### config.mk
export PLATFORM = sky130hd
export DESIGN_NAME = twiddle_addr_gen_flat
export DESIGN_NICKNAME = d
export VERILOG_FILES = /design/src/rtl/twiddle_addr_gen_if.sv /design/src/rtl/twiddle_addr_gen.sv /design/src/flat_wrapper.sv
export SDC_FILE = /design/constraint.sdc
export NUM_CORES = 1
export LEC_CHECK = 0
export BUFFER_PORTS_ARGS = -buffer_cell sky130_fd_sc_hd__buf_4
export CORE_UTILIZATION = 55
export DETAILED_ROUTE_END_ITERATION = 6
export HOLD_SLACK_MARGIN = 0.15
export PLACE_DENSITY = 0.76
export SLEW_MARGIN = 25
export SYNTH_ARGS = -nofsm -noshare
export SYNTH_HDL_FRONTEND = slang
export SYNTH_SLANG_ARGS = --single-unit
### constraint.sdc
create_clock -name clock -period 2.4 [get_ports clock]
set_input_delay 0.48 -clock clock [delete_from_list [all_inputs] [get_ports clock]]
set_output_delay 0.48 -clock clock [all_outputs]
set_load 0.05 [all_outputs]
### src/rtl/twiddle_addr_gen_if.sv
// Sample-side and twiddle-side signals of one SDF-stage twiddle address generator.
// The master drives samples in; the slave (the generator) drives twiddle numbers out.
interface twiddle_addr_gen_if #(
  parameter int unsigned LOG_N = 6
) ();
  logic             clear;
  logic             di_en;
  logic             tw_en;
  logic [LOG_N-1:0] tw_addr;
  logic             tw_first;
  logic             tw_last;

  modport master (
    output clear,
    output di_en,
    input  tw_en,
    input  tw_addr,
    input  tw_first,
    input  tw_last
  );

  modport slave (
    input  clear,
    input  di_en,
    output tw_en,
    output tw_addr,
    output tw_first,
    output tw_last
  );
endinterface

### src/rtl/twiddle_addr_gen.sv
// Twiddle number sequence for one radix-2^2 SDF stage: k*m per accepted sample, where m is
// the bit-reversed quadrant of the in-frame sample index. Latency 1 + OUT_FF cycles.
module twiddle_addr_gen #(
  parameter int unsigned LOG_N  = 6,
  parameter int unsigned OUT_FF = 1
) (
  input  logic              clock,
  input  logic              reset,
  twiddle_addr_gen_if.slave bus
);

  logic [LOG_N-1:0] cnt_q, cnt_d, cnt_eff;
  logic [1:0]       quad;
  logic [LOG_N-3:0] k;
  logic [LOG_N-1:0] k_x1, k_x2, addr_d;

  logic             s1_en_q, s1_first_q, s1_last_q;
  logic [LOG_N-1:0] s1_addr_q;

  // The product never exceeds 3*(N/4-1) < N, so it is formed directly in LOG_N bits.
  always_comb begin
    cnt_eff = bus.clear ? '0 : cnt_q;
    cnt_d   = bus.di_en ? cnt_eff + 1'b1 : cnt_eff;
    quad    = cnt_eff[LOG_N-1 -: 2];
    k       = cnt_eff[LOG_N-3:0];
    k_x1    = {2'b00, k};
    k_x2    = {1'b0, k, 1'b0};
    addr_d  = '0;
    case (quad)
      2'd0:    addr_d = '0;
      2'd1:    addr_d = k_x2;
      2'd2:    addr_d = k_x1;
      default: addr_d = k_x1 + k_x2;
    endcase
  end

  always_ff @(posedge clock) begin
    if (reset) begin
      cnt_q      <= '0;
      s1_en_q    <= 1'b0;
      s1_addr_q  <= '0;
      s1_first_q <= 1'b0;
      s1_last_q  <= 1'b0;
    end else begin
      cnt_q      <= cnt_d;
      s1_en_q    <= bus.di_en;
      if (bus.di_en) begin
        s1_addr_q <= addr_d;
      end
      s1_first_q <= bus.di_en & (cnt_eff == '0);
      s1_last_q  <= bus.di_en & (&cnt_eff);
    end
  end

  if (OUT_FF != 0) begin : g_out_ff
    logic             s2_en_q, s2_first_q, s2_last_q;
    logic [LOG_N-1:0] s2_addr_q;

    always_ff @(posedge clock) begin
      if (reset) begin
        s2_en_q    <= 1'b0;
        s2_addr_q  <= '0;
        s2_first_q <= 1'b0;
        s2_last_q  <= 1'b0;
      end else begin
        s2_en_q    <= s1_en_q;
        if (s1_en_q) begin
          s2_addr_q <= s1_addr_q;
        end
        s2_first_q <= s1_first_q;
        s2_last_q  <= s1_last_q;
      end
    end

    assign bus.tw_en    = s2_en_q;
    assign bus.tw_addr  = s2_addr_q;
    assign bus.tw_first = s2_first_q;
    assign bus.tw_last  = s2_last_q;
  end else begin : g_no_out_ff
    assign bus.tw_en    = s1_en_q;
    assign bus.tw_addr  = s1_addr_q;
    assign bus.tw_first = s1_first_q;
    assign bus.tw_last  = s1_last_q;
  end

endmodule

### src/flat_wrapper.sv
// flat-port wrapper written by rule: the top's interface ports become plain ports
module twiddle_addr_gen_flat 
#(
  parameter int unsigned LOG_N  = 6,
  parameter int unsigned OUT_FF = 1
)
  (clock, reset, bus_clear, bus_di_en, bus_tw_en, bus_tw_addr, bus_tw_first, bus_tw_last);
  twiddle_addr_gen_if #(.LOG_N(LOG_N)) bus_i ();
  input  logic clock;
  input  logic reset;
  input wire logic [$bits(bus_i.clear)-1:0] bus_clear;
  input wire logic [$bits(bus_i.di_en)-1:0] bus_di_en;
  output wire logic [$bits(bus_i.tw_en)-1:0] bus_tw_en;
  output wire logic [$bits(bus_i.tw_addr)-1:0] bus_tw_addr;
  output wire logic [$bits(bus_i.tw_first)-1:0] bus_tw_first;
  output wire logic [$bits(bus_i.tw_last)-1:0] bus_tw_last;
  assign bus_i.clear = bus_clear;
  assign bus_i.di_en = bus_di_en;
  assign bus_tw_en = bus_i.tw_en;
  assign bus_tw_addr = bus_i.tw_addr;
  assign bus_tw_first = bus_i.tw_first;
  assign bus_tw_last = bus_i.tw_last;
  twiddle_addr_gen #(.LOG_N(LOG_N), .OUT_FF(OUT_FF)) u_core (.clock(clock), .reset(reset), .bus(bus_i));
endmodule
; After elaboration in Yosys (flattened, before gate mapping)
; Cells that the tools add are included.
[word_totals]
reg_bits = 24
word_cells = 21
inputBits = 4
[op_classes]
add_sub_neg = 2
reduce_logical = 3
muxes = 3
eq_ne = 2
bitwise = 2
[op_table]
columns = operator, count
row1 = 6-bit one-hot mux with 3 select lines, 1
row2 = 6-bit two-way mux, 2
row3 = 4-bit by 5-bit adder with 6-bit output, 1
row4 = 6-bit by 1-bit adder with 6-bit output (second input constant), 1
row5 = 6-bit zero test, 1
row6 = 6-bit AND reduction, 1
row7 = 1-bit bitwise AND, 2
row8 = 2-bit by 1-bit equality test with 1-bit output (second input constant), 1
row9 = 2-bit equality test (second input constant), 1
row10 = 2-bit zero test, 1

; Logic depth before layout (Yosys ltp)
[depth]
ltp_word = 3
depth_mapped = 8
ltp_nobuf = 7

; Least setup slack after synthesis
; Ideal clock, no wire load.
[synth_path]
path_type = input -> register
startpoint = input bus_clear
endpoint = register u_core.s1_addr_q[1]
setup_slack_ps = 444
arrival_time_ps = 1828
required_ps = 2271
setup_time_ps = 129
cell_stages = 8
path_cell_list = buf_2 -> nor2b_1 -> inv_1 -> ha_1 -> mux2_2 -> a22o_1 -> a22oi_1 -> nor2_1
[synth_between]
elab_chain_cells = 3
word_cells_on_any_way = 6
classes_between = add/sub: 1 / eq/ne: 2 / mux: 2 / reduce/logical: 1
[synth_rtl]
columns = item, line
row1 = start: declaration, flat_wrapper.sv:11  ; input wire logic [$bits(bus_i.clear)-1:0] bus_clear;
row2 = 6-bit two-way mux (*), twiddle_addr_gen.sv:22  ; cnt_eff = bus.clear ? '0 : cnt_q;
row3 = "4-bit by 5-bit adder with 6-bit output, or another cell as far along", twiddle_addr_gen.sv:33  ; default: addr_d = k_x1 + k_x2;
row4 = 6-bit one-hot mux with 3 select lines (*), twiddle_addr_gen.sv:29  ; case (quad)
row5 = end signal: assignment, twiddle_addr_gen.sv:48  ; s1_addr_q <= addr_d;
row6 = end: declaration, twiddle_addr_gen.sv:18  ; logic [LOG_N-1:0] s1_addr_q;
; Mark *: on every way between the ends. The rest lies on a longest branch, timed or not.
; A chain may end at the register's enable or synchronous reset.

; Worst setup path in the final report
[layout_path]
startpoint = register u_core.cnt_q[0]
endpoint = register u_core.s1_addr_q[1]
[layout_between]
elab_chain_cells = 3
[layout_rtl]
columns = item, line
row1 = start: declaration, twiddle_addr_gen.sv:12  ; logic [LOG_N-1:0] cnt_q, cnt_d, cnt_eff;
row2 = start signal: assignment, twiddle_addr_gen.sv:45  ; cnt_q <= cnt_d;
row3 = 6-bit two-way mux (*), twiddle_addr_gen.sv:22
row4 = 4-bit by 5-bit adder with 6-bit output, twiddle_addr_gen.sv:33
row5 = 6-bit one-hot mux with 3 select lines (*), twiddle_addr_gen.sv:29
; Marked as above.

==> flow_metrics.py <==
metrics = {
    "run_status": {
        "status": "finished clean",
    },
    "grt": {
        "grt_start_max_net_pins": 24,
        "grt_overflow": 0,
        "grt_util_all_layers_pct": 22.22,
        "grt_pass1_wl_um": 3332,
        "grt_pass1_vias": 750,
        "antenna_found_initial": 0,
    },
    "cells_and_area": {
        "areaGrowthSynthToFinish_pct": 13.85,
        "layoutNonFillerInstCount": 153,
        "final_cell_mix": "dfxtp_1 (24), nor2_1 (20), buf_4 (13)",
        "diodes": 0,
        "drive_above_1_share_pct": 17.97,
        "register_area_um2": 480.5,
        "n_fill_cell": 161,
        "multi_input_area_um2": 540.5,
        "postLayoutCellArea_um2": 1214,
        "final_common_cell": "dfxtp_1",
        "final_nets": 135,
    },
    "logic_synthesis": {
        "ys_seq_elements": 24,
        "yosysTopAreaCellShare_pct": 45.07,
        "synth_compound_area_share_pct": 12.44,
        "ys.flop_type": "dfxtp_1",
        "syn_inst": 119,
        "synth_area_um2": 1066,
        "synth_edf_count": 0,
        "synth_top_family_by_area": "simple AND/OR/NAND/NOR gates",
        "synthAdderAreaFrac_pct": 2.347,
        "yosys.area.top_type": "dfxtp_1",
        "ys_warn_count": 0,
        "async_reset_ff_share_pct": 0,
        "avgSynthCellArea_um2": 8.958,
        "synth.distinct_cells": 33,
        "synth_area_leaders": "dfxtp_1 (45%), nor2_1 (7.0%), mux2i_1 (5.6%)",
        "yosysSeqAreaShare_pct": 45.07,
        "synth.net_count": 125,
        "muxShareOfSynthArea_pct": 7.746,
        "synth-simple-area-share_pct": 24.06,
        "synth_xor_area_share_pct": 4.108,
    },
    "drt": {
        "wl_per_cell_um": 13.46,
        "drt_pass1_iterations": 4,
        "viasPerCell": 5.503,
        "vias": 842,
        "ant_nets": 0,
        "drt-total-wl_um": 2059,
        "drt-initial-drc-count": 26,
        "drc": 0,
    },
    "cts": {
        "cts_max_level": 1,
        "cts_root_buf": "clkbuf_4",
        "clk_pin_slew_worst_paths_ns": 0.13,
        "ctsResizeCount": 0,
        "cts_setup_buffers": 0,
        "cts_hold_buf": 0,
        "tritoncts": "done",
        "clockBufferDepth": 2,
        "clk_latency_ns": 0.30,
        "cts_buffers": 3,
        "clkSinkCount": 24,
    },
    "die": {
        "die_area_um2": 2118,
        "row_count": 15,
        "start_util_pct": 60.43,
        "die_width_um": 46.03,
        "core_um2": 1764,
        "die_y_um": 46.03,
        "ios": 13,
    },
    "setup_path": {
        "path_max_fanout": 5,
        "cpMaxStageDelayCell": "dfxtp_1",
        "critical_path.endpoint_type": "register",
        "arrival_ns": 2.10,
        "start_kind": "register",
        "cpPeakStageDelay_ns": 0.41,
        "crit_type": "register to register",
        "cp.required_ns": 2.60,
        "cp_cell_sequence": "nor2b_1, inv_1, ha_1, mux2_2, a22o_1, a22oi_1, nor2_1",
    },
    "timing": {
        "period_minus_slack_ns": 1.896,
        "setup_violations": 0,
        "slew_violations": 0,
        "finClkSkew_ns": 0.003077,
        "tns_ns": 0,
        "relSlewSlack_pct": 75.68,
        "worstMarginPinSlew_ns": 0.3644,
        "finalHoldViolCount": 0,
        "rsz0062_at_grt": "false",
        "fmax_mhz": 527.4,
        "fin_crit_sh_pct": 79.01,
    },
    "place": {
        "place.gp.congestion": 0.8800,
        "placedCellCount": 149,
        "port_buffers": 12,
        "placed_area_um2": 1161,
        "place_hpwl_um": 1458,
    },
    "pwr": {
        "power_density_nw_per_um2": 615.8,
        "p_leak_nw": 0.4592,
        "ir_worst_vdd_mv": 0.2882,
    },
    "min_path": {
        "hp-class": "input port to register",
    },
    "run": {
        "drv_cap": 0,
    },
}
routing by layer:
metal  GRT usage [%]  part of all wire (%)
met4           7.059                   2.3
met3           3.571                   4.1
met2           36.34                    48
met5               0                     0
met1           29.61                    45
logic make-up after synthesis:
| kind of cell | count (synthesis) |
|---|---|
| AOI/OAI and AO/OA | 17 |
| xor gates and xnor gates | 5 |
| adders and majority gates | 2 |
| buffers and inverters | 11 |
| DFF | 24 |
| muxes | 8 |
| and+or+nand+nor | 52 |
layout make-up:
cell class	instances	area share, %
clock buffers	3	1.856
well taps	25	2.577
clock inverters	1	2.474
repair buffers	13	8.041
flip-flops and latches	24	39.59
multi-input cells	84	44.54
inverters	3	0.9278
registers in the layout, indices dropped and copies added (netlist names):
signal,cells
u_core.bus.tw_addr,6
u_core.bus.tw_first,1
u_core.cnt_q,6
u_core.s1_en_q,1
u_core.bus.tw_en,1
u_core.s1_last_q,1
u_core.bus.tw_last,1
u_core.s1_addr_q,6
u_core.s1_first_q,1
path summary, 6_finish.rpt:
check	start	end	slack, ns	cells after the start
min reg2reg	u_core.s1_first_q	u_core.bus.tw_first	0.45	1
max	u_core.cnt_q[0]	u_core.s1_addr_q[1]	0.50	7
min	bus_clear	u_core.cnt_q[2]	0.41	2
max reg2reg	u_core.cnt_q[0]	u_core.s1_addr_q[1]	0.50	7
stage by stage:
step,util [%],setup slack (ns),hold slack (ns),power [mW]
after detailed placement,65.82,0.3098,0.4255,0.4722
after global placement,65.82,0.3985,0.4209,0.4721
after CTS,68.79,0.5055,0.4084,0.7547
after global routing,68.79,0.4116,0.4153,0.7764
after floorplan,-,0.4437,0.4138,0.4581
final,68.79,0.5038,0.4113,0.7473
critical path, delay by kind of cell, from the launching register on:
family / cells / cell delay [ns]
muxes: 1 / 0.26
and+or+nand+nor: 2 / 0.39
AOI/OAI and AO/OA: 2 / 0.34
buffers and inverters: 1 / 0.08
adders and majority gates: 1 / 0.30
DFF: 1 / 0.41
Yosys cell counts, drive strengths merged (3+ instances only):
master,number
nor2b,8
inv,3
buf,3
nand2,7
clkbuf,5
nand2b,4
xnor2,3
dfxtp,24
nand4,3
mux2i,6
nand3,3
nor2,20
a2bb2oi,3
a21oi,3
power breakdown:
group          switching [mW]  total [mW]  internal, mW  leakage (nW)
Combinational          0.0316      0.0516        0.0200         0.236
Sequential            0.00661       0.412         0.406         0.195
Clock                   0.115       0.283         0.169        0.0279
Total                   0.153       0.747         0.594         0.459
Power figures use the tool's default switching activity.
